$ cat src/rtl/range_check_scheduler_pkg.sv
// -----------------------------------------------------------------------------
// range_check_scheduler_pkg
// Shared types and helpers for the range-check scheduler slice.
//   sched_state_t         : scheduler FSM states (IDLE, CLEAR, RUN, REPORT)
//   DEFAULT_NUM_CHECKERS  : default size of the checker bank
//   DEFAULT_COUNT_WIDTH   : default width of the accumulated result
//   RUN_CYCLES_WIDTH      : width of the optional RUN-duration counter
//   sat_add()             : saturating add for accumulators up to 64 bits wide
// -----------------------------------------------------------------------------
package range_check_scheduler_pkg;

  typedef enum logic [1:0] {
    IDLE   = 2'd0,
    CLEAR  = 2'd1,
    RUN    = 2'd2,
    REPORT = 2'd3
  } sched_state_t;

  localparam int DEFAULT_NUM_CHECKERS = 4;
  localparam int DEFAULT_COUNT_WIDTH  = 32;
  localparam int RUN_CYCLES_WIDTH     = 32;

  // Adds two zero-extended operands and clamps the sum at the all-ones value
  // of a 'width'-bit accumulator. The 65-bit intermediate keeps the carry
  // visible even for a full 64-bit accumulator.
  function automatic logic [63:0] sat_add(input logic [63:0] a,
                                          input logic [63:0] b,
                                          input int unsigned width);
    logic [64:0] sum;
    logic [64:0] max_val;
    sum     = {1'b0, a} + {1'b0, b};
    max_val = (width >= 64) ? {1'b0, {64{1'b1}}} : ((65'd1 << width) - 65'd1);
    return (sum > max_val) ? max_val[63:0] : sum[63:0];
  endfunction

endpackage

$ cat src/rtl/range_check_scheduler_popcount_sat_acc.sv
// -----------------------------------------------------------------------------
// popcount_sat_acc
// Counts the set bits of i_bits each enabled cycle and adds them into a
// registered accumulator that saturates at all-ones (never wraps).
// Ports:
//   clk       : clock
//   reset     : synchronous, active-high; clears the accumulator
//   i_clear   : synchronous clear (wins over i_enable)
//   i_enable  : add popcount(i_bits) this cycle
//   i_bits    : IN_WIDTH pulse vector to be counted
//   o_count   : current accumulator value
// COUNT_WIDTH must be in 1..64.
// -----------------------------------------------------------------------------
module popcount_sat_acc
  import range_check_scheduler_pkg::*;
#(
  parameter int IN_WIDTH    = 4,
  parameter int COUNT_WIDTH = 32
) (
  input  logic                   clk,
  input  logic                   reset,
  input  logic                   i_clear,
  input  logic                   i_enable,
  input  logic [IN_WIDTH-1:0]    i_bits,
  output logic [COUNT_WIDTH-1:0] o_count
);

  logic [63:0]            w_popcount;
  logic [COUNT_WIDTH-1:0] w_acc_next;
  logic [COUNT_WIDTH-1:0] r_acc;

  // NOTE: combinational loops accumulate with blocking '=' so each iteration
  // sees the previous partial sum; the default assignment up front keeps the
  // block free of inferred latches.
  always_comb begin
    w_popcount = '0;
    for (int i = 0; i < IN_WIDTH; i++) begin
      w_popcount = w_popcount + 64'(i_bits[i]);
    end
  end

  assign w_acc_next = COUNT_WIDTH'(sat_add(64'(r_acc), w_popcount, COUNT_WIDTH));

  // NOTE: sequential state uses non-blocking '<=' so every register samples
  // pre-edge values, independent of block ordering.
  always_ff @(posedge clk) begin
    if (reset) begin
      r_acc <= '0;
    end else if (i_clear) begin
      r_acc <= '0;
    end else if (i_enable) begin
      r_acc <= w_acc_next;
    end
  end

  assign o_count = r_acc;

endmodule

$ cat src/rtl/range_check_scheduler.sv
// -----------------------------------------------------------------------------
// range_check_scheduler
// Sequences a bank of NUM_CHECKERS range_checker instances: holds them in reset
// while idle, releases them together after a one-cycle CLEAR, sums their jump
// pulses while running, and presents the total on a valid/ack handshake once
// every checker reports done.
// Ports:
//   clk            : clock
//   reset          : synchronous, active-high
//   start          : one-cycle run request, accepted only in IDLE
//   busy           : high from start acceptance until the result is acked
//   checker_reset  : per-checker synchronous reset (registered)
//   checker_jump   : per-checker jump pulses (already gated by done)
//   checker_done   : per-checker sticky done flags
//   result_valid   : result_count is valid; held until result_ack
//   result_ack     : consumer accepts the result
//   result_count   : total jumps counted during the run (saturating)
//   run_cycles     : number of RUN cycles of the last run (only when the
//                    RANGE_SCHED_CYCLE_COUNT_EN macro is defined)
// -----------------------------------------------------------------------------
module range_check_scheduler
  import range_check_scheduler_pkg::*;
#(
  parameter int NUM_CHECKERS = DEFAULT_NUM_CHECKERS,
  parameter int COUNT_WIDTH  = DEFAULT_COUNT_WIDTH
) (
  input  logic                    clk,
  input  logic                    reset,
  input  logic                    start,
  output logic                    busy,
  output logic [NUM_CHECKERS-1:0] checker_reset,
  input  logic [NUM_CHECKERS-1:0] checker_jump,
  input  logic [NUM_CHECKERS-1:0] checker_done,
  output logic                    result_valid,
  input  logic                    result_ack,
  output logic [COUNT_WIDTH-1:0]  result_count
`ifdef RANGE_SCHED_CYCLE_COUNT_EN
  ,
  output logic [RUN_CYCLES_WIDTH-1:0] run_cycles
`endif
);

  sched_state_t            r_state;
  sched_state_t            w_state_next;
  logic                    r_busy;
  logic                    w_busy_next;
  logic [NUM_CHECKERS-1:0] r_checker_reset;
  logic [NUM_CHECKERS-1:0] w_checker_reset_next;
  logic                    r_result_valid;
  logic                    w_result_valid_next;
  logic [COUNT_WIDTH-1:0]  r_result_count;
  logic [COUNT_WIDTH-1:0]  w_result_count_next;

  logic                    w_acc_clear;
  logic                    w_acc_en;
  logic [COUNT_WIDTH-1:0]  w_acc;
  logic                    w_all_done;

  assign w_all_done = &checker_done;
  // Jumps are only ever counted while the checkers are released.
  assign w_acc_en   = (r_state == RUN);

  popcount_sat_acc #(
    .IN_WIDTH    (NUM_CHECKERS),
    .COUNT_WIDTH (COUNT_WIDTH)
  ) u_jump_acc (
    .clk      (clk),
    .reset    (reset),
    .i_clear  (w_acc_clear),
    .i_enable (w_acc_en),
    .i_bits   (checker_jump),
    .o_count  (w_acc)
  );

`ifdef RANGE_SCHED_CYCLE_COUNT_EN
  // Same accumulator fed with a constant 1: counts RUN cycles and freezes on
  // REPORT entry because enable drops there.
  popcount_sat_acc #(
    .IN_WIDTH    (1),
    .COUNT_WIDTH (RUN_CYCLES_WIDTH)
  ) u_cycle_cnt (
    .clk      (clk),
    .reset    (reset),
    .i_clear  (r_state == CLEAR),
    .i_enable (w_acc_en),
    .i_bits   (1'b1),
    .o_count  (run_cycles)
  );
`else
  // Cycle counter not built; the scheduler behaves identically otherwise.
`endif

  always_ff @(posedge clk) begin
    if (reset) begin
      r_state         <= IDLE;
      r_busy          <= 1'b0;
      r_checker_reset <= '1;
      r_result_valid  <= 1'b0;
      r_result_count  <= '0;
    end else begin
      r_state         <= w_state_next;
      r_busy          <= w_busy_next;
      r_checker_reset <= w_checker_reset_next;
      r_result_valid  <= w_result_valid_next;
      r_result_count  <= w_result_count_next;
    end
  end

  always_comb begin
    w_state_next         = r_state;
    w_busy_next          = r_busy;
    w_checker_reset_next = r_checker_reset;
    w_result_valid_next  = r_result_valid;
    w_result_count_next  = r_result_count;
    w_acc_clear          = 1'b0;

    case (r_state)
      IDLE: begin
        w_checker_reset_next = '1;
        if (start) begin
          w_acc_clear  = 1'b1;
          w_busy_next  = 1'b1;
          w_state_next = CLEAR;
        end
      end
      CLEAR: begin
        // checker_reset is still all ones during this cycle; release takes
        // effect as RUN begins, so every checker sees a full reset edge.
        w_checker_reset_next = '0;
        w_state_next         = RUN;
      end
      RUN: begin
        // A checker's last jump precedes its done flag by a cycle, so the
        // accumulator is already complete when all-done is seen here.
        if (w_all_done) begin
          w_result_valid_next = 1'b1;
          w_result_count_next = w_acc;
          w_state_next        = REPORT;
        end
      end
      REPORT: begin
        if (result_ack && r_result_valid) begin
          w_result_valid_next  = 1'b0;
          w_busy_next          = 1'b0;
          w_checker_reset_next = '1;
          w_state_next         = IDLE;
        end
      end
      default: begin
        w_state_next = IDLE;
      end
    endcase
  end

  assign busy          = r_busy;
  assign checker_reset = r_checker_reset;
  assign result_valid  = r_result_valid;
  assign result_count  = r_result_count;

endmodule

$ cat config.mk
export PLATFORM = sky130hd
export DESIGN_NAME = range_check_scheduler
export DESIGN_NICKNAME = d
export VERILOG_FILES = /design/src/rtl/range_check_scheduler_pkg.sv /design/src/rtl/range_check_scheduler_popcount_sat_acc.sv /design/src/rtl/range_check_scheduler.sv
export SDC_FILE = /design/constraint.sdc
export NUM_CORES = 1
export LEC_CHECK = 0
export ABC_AREA = 1
export BUFFER_PORTS_ARGS = -buffer_cell sky130_fd_sc_hd__buf_4
export CORE_MARGIN = 2
export CORE_UTILIZATION = 40
export CTS_BUF_LIST = sky130_fd_sc_hd__clkbuf_2 sky130_fd_sc_hd__clkbuf_4 sky130_fd_sc_hd__clkbuf_8
export CTS_CLUSTER_SIZE = 14
export DETAILED_ROUTE_END_ITERATION = 10
export GPL_ROUTABILITY_DRIVEN = 0
export SLEW_MARGIN = 10
export SYNTH_ARGS = -nofsm -noshare
export SYNTH_HDL_FRONTEND = slang
export SYNTH_SLANG_ARGS = --single-unit
$ cat constraint.sdc
create_clock -name clk -period 2.93 [get_ports clk]
set_input_delay 0.7325 -clock clk [delete_from_list [all_inputs] [get_ports clk]]
set_output_delay 0.7325 -clock clk [all_outputs]
set_load 0.02 [all_outputs]
==> results.json, run 1 <==
{
  "status": "completed",
  "tightestPinTransition_ns": 0.7547,
  "ys_warn_count": 0,
  "irDropWorstVdd_v": 0.0002461,
  "cts.clk_slew.worst_paths_ns": 0.07,
  "setup_viol": 0,
  "internal_power_mw": 2.074,
  "drtAntennaViolNets": 0,
  "postPlaceCellArea_um2": 4264,
  "fmax_mhz": 357.3,
  "setup_tns_ns": 0,
  "cts-hold-fix-buffers": 0,
  "max-slew-margin-rel_pct": 49.63,
  "final_nets": 596,
  "slew_viol_final": 0,
  "required_ns": 3.17,
  "cts_sinks": 69,
  "die_width_um": 99.31,
  "avgSynthCellArea_um2": 7.181,
  "switching_share_pct": 35.11,
  "rows": 34,
  "wl_per_cell_um": 13.47,
  "cts_root_buf": "clkbuf_8",
  "combPwrFrac_pct": 30.8,
  "first_pass_iters": 4,
  "dieArea_um2": 9862,
  "numCtsBuffers": 9,
  "cp_slowest_cell": "fa_1",
  "synth_top_area_cell": "dfxtp_1",
  "multiInputGateArea_um2": 1964,
  "synthFlopType": "dfxtp_1",
  "grt_setup_unrepaired": "false",
  "fin_hold_ws_ns": 0.4669,
  "insertion_delay_ns": 0.35,
  "drc": 0,
  "clock_power_share_pct": 30.3,
  "final_cell_mix": "86 x nand2_1, 81 x nor2_1, 71 x buf_4",
  "start_util_pct": 41.46,
  "dp_cells": 669,
  "synth_cell_types": 29,
  "yosysSeqAreaShare_pct": 38.02,
  "reg2reg_slack_ns": 0.87,
  "path_cells": "buf_4 > ha_1 > inv_1 > fa_1 > inv_1 > ha_2 > fa_2 > nand2_1 > nand2_2 > nand3_4 > nor2_8 > nand3_4 > buf_4 > nand3_1 > nor2_1 > nor2_1",
  "powerDensity_nw_per_um2": 706.6,
  "final_cell_area_um2": 4523,
  "hpwl_um": 6684,
  "fillCellCount": 880,
  "synth_area_um2": 3633,
  "arrival_ns": 3.04,
  "synthCells": 506,
  "pin_count": 50,
  "hold_violations": 0,
  "grt_usage_pct": 19.35,
  "power_switching_mw": 1.122,
  "grt_max_degree": 40,
  "crit_path_end_kind": "flip-flop",
  "stdcell_count": 684,
  "worstSetupPathType": "in2reg",
  "post-route-period-util_pct": 95.52,
  "final_common_cell": "nand2_1",
  "antenna_found_initial": 0,
  "ys_seq_elements": 69,
  "io_buffers": 49,
  "grt.overflow.total": 0,
  "core-area_um2": 8763,
  "vias": 3435,
  "clk_path_buf_depth": 2,
  "via_per_inst": 5.022,
  "ff_latch_area_um2": 1381,
  "cts_tree": "built",
  "seqPwrFrac_pct": 38.9,
  "die_h_um": 99.31,
  "max-cap-violations": 0,
  "hp-class": "reg2reg",
  "detail_route.iter0.violations": 131,
  "area_growth_pct": 24.48,
  "synth_fp_nets": 530,
  "finClkSkew_ns": 0.007527,
  "startpoint_type": "primary input",
  "wl_um": 9214,
  "leakage_nw": 1.844,
  "critical_path.max_fanout": 4,
  "cpPeakStageDelay_ns": 0.48,
  "grt_pass1_vias": 3200,
  "synth-edff-count": 0,
  "drive_gt1_share_pct": 22.05,
  "synthArstFlopShare_pct": 0,
  "synthTopCellsByArea": "dfxtp_1 38%, o21ai_0 9.5%, nand2_1 9.2%, nor2_1 8.7%, inv_1 4.8%",
  "grt_pass1_wl_um": 15210,
  "layout_min_cycle_time_ns": 2.799,
  "antenna_cells": 0,
  "yosys.area.top_type_share_pct": 38.02,
  "h-tree-depth": 3
}
-- kinds of logic after synthesis --
kind of cell,count (synthesis),share of synthesized area (%)
XOR/XNOR,18,4.339
AND/OR/NAND/NOR,218,26.10
buffers and inverters,68,8.471
AO/OA/AOI/OAI,121,18.53
flip-flops,69,38.02
adder cells (fa/ha/maj),12,4.545
-- area by class of cell --
type / instances / share of cell area, %
Tap cell: 108 / 2.988
Inverter: 48 / 4.039
Timing Repair Buffer: 75 / 13.55
Multi-Input combinational cell: 369 / 43.43
Clock inverter: 4 / 2.102
Clock buffer: 11 / 3.347
Sequential cell: 69 / 30.54
-- per-stage QoR --
| step | total power, mW | setup WS, ns | util [%] |
|---|---|---|---|
| floorplan | 1.967 | 0.01473 | - |
| global placement | 2.219 | -0.1649 | 48.66 |
| detailed placement | 2.245 | -0.2705 | 48.66 |
| CTS | 3.220 | 0.07998 | 51.47 |
| global route | 3.393 | 0.01041 | 51.61 |
| finish | 3.196 | 0.1311 | 51.61 |
-- layer usage --
layer | track usage [%] | part of all wire (%)
met5 | 0 | 0
met2 | 30.93 | 45
met1 | 25.79 | 47
met4 | 7.376 | 1.5
met3 | 4.006 | 6.0
-- registers in the layout, indices dropped and copies added, names as in the netlist --
signal and flops:
result_count 32, u_jump_acc.o_count 32, r_state 2, busy 1
checker_reset 1, result_valid 1
-- power by group through the flow --
stage / Sequential, mW / Clock (mW) / Combinational [mW]
finish: 1.24 / 0.968 / 0.984
global route: 1.27 / 1.03 / 1.10
CTS: 1.24 / 0.988 / 0.989
detailed placement: 1.26 / 0 / 0.982
global placement: 1.26 / 0 / 0.960
floorplan: 1.25 / 0 / 0.720
-- synth_stat cells (2+ instances only) --
cell type  instances
clkbuf_1          13
nand2_1           89
and2_1             2
a21oi_2           18
nor2_2             3
dfxtp_1           69
xnor2_1            4
ha_1              10
nor2_4             2
fa_1               2
a21oi_1           34
buf_4              3
nand3_4            2
nand4_1            6
nand3_1           26
o21ai_0           69
nor2_1            84
inv_1             46
xor2_1            14
-- timing repair --
action,in CTS,in global routing
setup buffers,0,0
endpoints found under the setup margin,0,9
gates resized for setup,0,5
-- final timing paths --
| kind | start | endpoint | cells past startpoint |
|---|---|---|---|
| worst max-delay path | checker_jump[0] | u_jump_acc.o_count[31] | 16 |
| worst min-delay path | result_valid | result_valid | 2 |
| worst max register to register | r_state[0] | u_jump_acc.o_count[9] | 7 |
| worst min register to register | result_valid | result_valid | 2 |
-- worst max-delay path: cells and delay by family --
family / cells / cell delay, ns
simple gates: 8 / 0.66
fa+ha+maj: 4 / 1.29
buf+inv: 4 / 0.34
(Power assumes the default switching activity.)
==> run 2: changes to the inputs <==
--- a/config.mk
+++ b/config.mk
@@ -10,9 +10,11 @@
 export CORE_MARGIN = 2
 export CORE_UTILIZATION = 40
 export CTS_BUF_LIST = sky130_fd_sc_hd__clkbuf_2 sky130_fd_sc_hd__clkbuf_4 sky130_fd_sc_hd__clkbuf_8
+export CTS_CLUSTER_DIAMETER = 80
 export CTS_CLUSTER_SIZE = 14
 export DETAILED_ROUTE_END_ITERATION = 10
 export GPL_ROUTABILITY_DRIVEN = 0
+export RECOVER_POWER = 25
 export SLEW_MARGIN = 10
 export SYNTH_ARGS = -nofsm -noshare
 export SYNTH_HDL_FRONTEND = slang
==> run 2 against run 1 <==
  * Clock skew increased by 0.00052 ns
  * Die area is the same
  * Routed wire length down 0.65%
  * Non-clock buffer count stayed put
  * Critical path type unchanged
  * Maximum frequency shrank 0.13%
==> results.json, run 2 (synthesis results as in run 1) <==
{
  "drive_gt1_share_pct": 17.71,
  "required_ns": 3.17,
  "stdcell_count": 684,
  "setup_viol": 0,
  "final_nets": 596,
  "cts_sinks": 69,
  "setup_ws_ns": 0.1275,
  "arrival_ns": 3.04,
  "numCtsBuffers": 9,
  "setup_tns_ns": 0,
  "max-cap-violations": 0,
  "fin_hold_ws_ns": 0.4674,
  "dieArea_um2": 9862,
  "cts-hold-fix-buffers": 0,
  "power_mw": 3.176,
  "routedLengthMet1_um": 4290,
  "cts_setup_buffers": 0,
  "status": "completed",
  "leakage_nw": 1.738,
  "worstSetupPathType": "in2reg",
  "wl_met3_um": 550,
  "pin_count": 50,
  "cts_tree": "built",
  "vias": 3441,
  "detail_route.iter0.violations": 142,
  "insertion_delay_ns": 0.34,
  "grt_max_degree": 40,
  "tightestPinTransition_ns": 0.7536,
  "core-area_um2": 8763,
  "grt_setup_unrepaired": "false",
  "postPlaceCellArea_um2": 4264,
  "die_width_um": 99.31,
  "startpoint_type": "primary input",
  "holdPathStages": 2,
  "grt_pass1_wl_um": 15210,
  "hpwl_um": 6684,
  "post_cts_resized": 0,
  "grt.overflow.total": 0,
  "rows": 34,
  "critical_path.max_fanout": 4,
  "drc": 0,
  "cpPeakStageDelay_ns": 0.48,
  "wl_per_cell_um": 13.38,
  "hp-class": "reg2reg",
  "io_buffers": 49,
  "layout_min_cycle_time_ns": 2.803,
  "cts_root_buf": "clkbuf_8",
  "routed.top_layer": "met4",
  "reg2reg_slack_ns": 0.88,
  "wl_um": 9154,
  "final_common_cell": "nand2_1",
  "grt_pass1_vias": 3200,
  "fillCellCount": 910,
  "area_growth_pct": 21.90,
  "powerDensity_nw_per_um2": 717.0,
  "post-route-period-util_pct": 95.65,
  "path_cells": "buf_4 > ha_1 > inv_1 > fa_1 > inv_1 > ha_2 > fa_2 > nand2_1 > nand2_2 > nand3_4 > nor2_8 > nand3_4 > buf_4 > nand3_1 > nor2_1 > nor2_1",
  "dp_cells": 669,
  "cp_slowest_cell": "fa_1",
  "final_core_util_pct": 50.54,
  "via_per_inst": 5.031,
  "irDropWorstVdd_v": 0.0002454,
  "grt_usage_pct": 19.35,
  "clk_path_buf_depth": 2,
  "final_cell_mix": "86 x nand2_1, 81 x nor2_1, 69 x o21ai_0, 69 x dfxtp_1",
  "antenna_found_initial": 0,
  "antenna_cells": 0,
  "max-slew-margin-rel_pct": 49.71,
  "start_util_pct": 41.46,
  "finClkSkew_ns": 0.008044,
  "first_pass_iters": 4,
  "final_cell_area_um2": 4429,
  "h-tree-depth": 3,
  "die_h_um": 99.31,
  "hold_violations": 0,
  "drtAntennaViolNets": 0,
  "cts.clk_slew.worst_paths_ns": 0.08,
  "slew_viol_final": 0,
  "worstRegToRegCells": 7,
  "crit_path_end_kind": "flip-flop",
  "dp_slack_ns": -0.2705,
  "wl_met2_um": 4167,
  "fmax_mhz": 356.8
}
run 2: cell count changes in the layout (fill, tap and decap cells not counted), sizes merged:
cell	before	now
buf	75	50
clkbuf	11	36
run 2: area by class of cell:
cell class | count | area [um2] | share of cell area [%]
clock buffer | 11 | 151.4 | 3.418
clock inverter | 4 | 95.09 | 2.147
inverter | 48 | 182.7 | 4.124
multi-input combinational | 369 | 1964 | 44.35
sequential | 69 | 1381 | 31.19
tap | 108 | 135.1 | 3.051
timing repair buffer | 75 | 519.2 | 11.72
run 2: path summary, 6_finish.rpt:
path | startpoint | to
max | checker_jump[0] | u_jump_acc.o_count[31]
min | result_valid | result_valid
max reg2reg | r_state[0] | u_jump_acc.o_count[9]
min reg2reg | result_valid | result_valid
run 2: power breakdown:
part	total [mW]	switching [mW]	internal [mW]
clock	0.962	0.356	0.606
sequential	1.24	0.161	1.08
combinational	0.970	0.596	0.374
run 2: metal layers:
metal	track usage, %	vias to the layer above
li1	-	1765
met1	25.79	1556
met2	30.93	108
met3	4.006	12
met4	7.376	0
met5	0	-
run 2: worst max-delay path: cells and delay by family:
kind	cells	cell delay (ns)
simple gates	8	0.66
fa+ha+maj	4	1.29
buf+inv	4	0.34
==> run 3: changes to the inputs <==
--- a/config.mk
+++ b/config.mk
@@ -10,7 +10,7 @@
 export CORE_MARGIN = 2
 export CORE_UTILIZATION = 40
 export CTS_BUF_LIST = sky130_fd_sc_hd__clkbuf_2 sky130_fd_sc_hd__clkbuf_4 sky130_fd_sc_hd__clkbuf_8
-export CTS_CLUSTER_DIAMETER = 80
+export CTS_CLUSTER_DIAMETER = 120
 export CTS_CLUSTER_SIZE = 14
 export DETAILED_ROUTE_END_ITERATION = 10
 export GPL_ROUTABILITY_DRIVEN = 0
@@ -18,4 +18,5 @@
 export SLEW_MARGIN = 10
 export SYNTH_ARGS = -nofsm -noshare
 export SYNTH_HDL_FRONTEND = slang
+export SYNTH_HIERARCHICAL = 1
 export SYNTH_SLANG_ARGS = --single-unit
==> constraint.sdc (replaced) <==
create_clock -name clk -period 2.93 [get_ports clk]
set_input_delay 0.7325 -clock clk [delete_from_list [all_inputs] [get_ports clk]]
set_output_delay 0.7325 -clock clk [all_outputs]
set_load 0.1 [all_outputs]
==> run 3 against run 2 <==
  * Critical path depth decreased by 1
  * Clock power is 14% lower
  * Via count increased by 4.4%
  * Worst hold slack improved by 0.019 ns
  * Critical endpoint is now u_jump_acc/o_count[29]
  * Largest cell class unchanged
  * Highest routed layer unchanged
==> results.json, run 3 <==
{
  "required_ns": 3.22,
  "area_growth_pct": 18.85,
  "detail_route.iter0.violations": 179,
  "max-cap-violations": 0,
  "status": "completed",
  "gr-usage-met2_pct": 30.26,
  "max-slew-margin-rel_pct": 23.26,
  "antenna_cells": 0,
  "grt_pass1_vias": 3411,
  "via_per_inst": 4.919,
  "grt_pass1_wl_um": 15760,
  "final_nets": 635,
  "post-route-period-util_pct": 95.77,
  "insertion_delay_ns": 0.35,
  "fillCellCount": 937,
  "cp_slowest_cell": "fa_1",
  "avgSynthCellArea_um2": 6.709,
  "die_h_um": 100.7,
  "critical_path.max_fanout": 12,
  "synth_area_um2": 3744,
  "worstSetupPathType": "in2reg",
  "arrival_ns": 3.10,
  "ys_seq_elements": 69,
  "yosys-top-cells-count": "122 x nor2_1, 121 x nand2_1, 69 x dfxtp_1",
  "numCtsBuffers": 9,
  "tightestPinTransition_ns": 1.148,
  "synth-edff-count": 0,
  "grt_usage_pct": 19.60,
  "finClkSkew_ns": 0.007635,
  "synthFlopType": "dfxtp_1",
  "path_cells": "buf_4 > fa_1 > inv_1 > fa_1 > inv_2 > fa_2 > nand2_1 > nor2_4 > nand2_4 > nor2_8 > nand3b_4 > buf_4 > nand4_1 > nand2_1 > inv_1",
  "cts.clk_slew.worst_paths_ns": 0.07,
  "start_util_pct": 40.90,
  "hp-class": "reg2reg",
  "antenna_found_initial": 0,
  "wl_per_cell_um": 12.45,
  "cts_root_buf": "clkbuf_8",
  "fin_hold_ws_ns": 0.4861,
  "yosysMostFrequentCell": "nor2_1",
  "die_width_um": 100.7,
  "final_common_cell": "nand2_1",
  "fmax_mhz": 356.4,
  "final_cell_mix": "122 x nand2_1, 121 x nor2_1, 69 x dfxtp_1",
  "first_pass_iters": 4,
  "powerDensity_nw_per_um2": 727.9,
  "yosys.area.top_type_share_pct": 36.90,
  "grt_max_degree": 52,
  "synth_cell_types": 30,
  "grt.overflow.total": 0,
  "slew_viol_final": 0,
  "use_met3_pct": 4.577,
  "met1_usage_pct": 25.65,
  "cts-hold-fix-buffers": 0,
  "cpPeakStageDelay_ns": 0.52,
  "setup_viol": 0,
  "hold_violations": 0,
  "synth_top_area_cell": "dfxtp_1",
  "clk_path_buf_depth": 2,
  "pin_count": 50,
  "rows": 35,
  "leakage_nw": 1.864,
  "grt_setup_unrepaired": "true",
  "synthArstFlopShare_pct": 0,
  "core-area_um2": 9153,
  "vias": 3591,
  "hpwl_um": 6548,
  "yosysSeqAreaShare_pct": 36.90,
  "irDropWorstVdd_v": 0.0005935,
  "drc": 0,
  "setup_ws_ns": 0.1241,
  "synth_fp_nets": 579,
  "setup_tns_ns": 0,
  "ys_warn_count": 6,
  "cts_tree": "built",
  "h-tree-depth": 3,
  "synthCells": 558,
  "power_mw": 3.239,
  "top_usage_layer": "met2",
  "dieArea_um2": 10150,
  "cts_sinks": 69,
  "drtAntennaViolNets": 0,
  "wl_um": 9085,
  "drive_gt1_share_pct": 16.32,
  "dp_slack_ns": -0.2371,
  "startpoint_type": "primary input",
  "layout_min_cycle_time_ns": 2.806,
  "synthTopCellsByArea": "dfxtp_1 37%, nor2_1 12%, nand2_1 12%, inv_1 5.8%, o21ai_0 5.1%",
  "io_buffers": 49,
  "crit_path_end_kind": "flip-flop"
}
## run 3: cell types whose count changed after synthesis, sizes merged, moves of 5 or more
| cell | change |
|---|---|
| nand2 | +35 |
| nand4 | +5 |
| o21ai | -14 |
| a21oi | -31 |
| nor2 | +38 |
| buf | +7 |
| a31oi | +11 |
| inv | +13 |
## run 3: repair_timing
item,CTS,global route
endpoints found under the setup margin,0,7
resized for setup,0,4
setup buffers,0,2
## run 3: metal layers
metal | routed length [um] | vias up
li1 | - | 1890
met1 | 4463 | 1592
met4 | 211 | 0
met3 | 502 | 19
met2 | 3907 | 90
met5 | 0 | -
## run 3: worst paths after layout
check,from,depth (start not counted),endpoint,slack (ns)
setup / recovery,checker_jump[0],15,u_jump_acc/o_count[29],0.12
hold / removal,result_count[8],2,result_count[8],0.49
setup reg to reg,u_jump_acc/o_count[0],13,u_jump_acc/o_count[29],0.75
hold reg to reg,result_count[8],2,result_count[8],0.49
## run 3: power breakdown
| part | internal, mW | switching [mW] |
|---|---|---|
| clock network | 0.471 | 0.356 |
| logic | 0.342 | 0.800 |
| registers | 1.09 | 0.185 |
## run 3: area by class of cell
class	count	area (um2)	share of cell area, %
tap	111	138.9	3.121
clock inverter	3	42.54	0.9561
inverter	60	230.2	5.174
sequential	69	1381	31.05
multi-input combinational	406	1973	44.35
clock buffer	13	172.7	3.881
timing repair buffer	68	510.5	11.47
## run 3: metrics by stage
stage,utilization [%],cell area (um2),instances
after detailed placement,46.07,4217,712
after CTS,48.42,4432,728
after global placement,46.07,4217,712
after global routing,48.61,4449,730
after floorplan,-,3744,558
final,48.61,4449,730
## run 3: critical path, delay by kind of cell
family	cells	cell delay, ns
and+or+nand+nor	7	0.77
buffers and inverters	5	0.50
adders and majority gates	3	1.10
## run 3: logic make-up (layout without fill, tap and decap cells)
| family | count (synthesis) | after routing | synth area share (%) |
|---|---|---|---|
| compound gates | 89 | 89 | 12.57 |
| xor+xnor | 12 | 12 | 2.807 |
| fa+ha+maj | 9 | 9 | 3.610 |
| buf+inv | 83 | 144 | 10.46 |
| flops | 69 | 69 | 36.90 |
| simple gates | 296 | 296 | 33.66 |
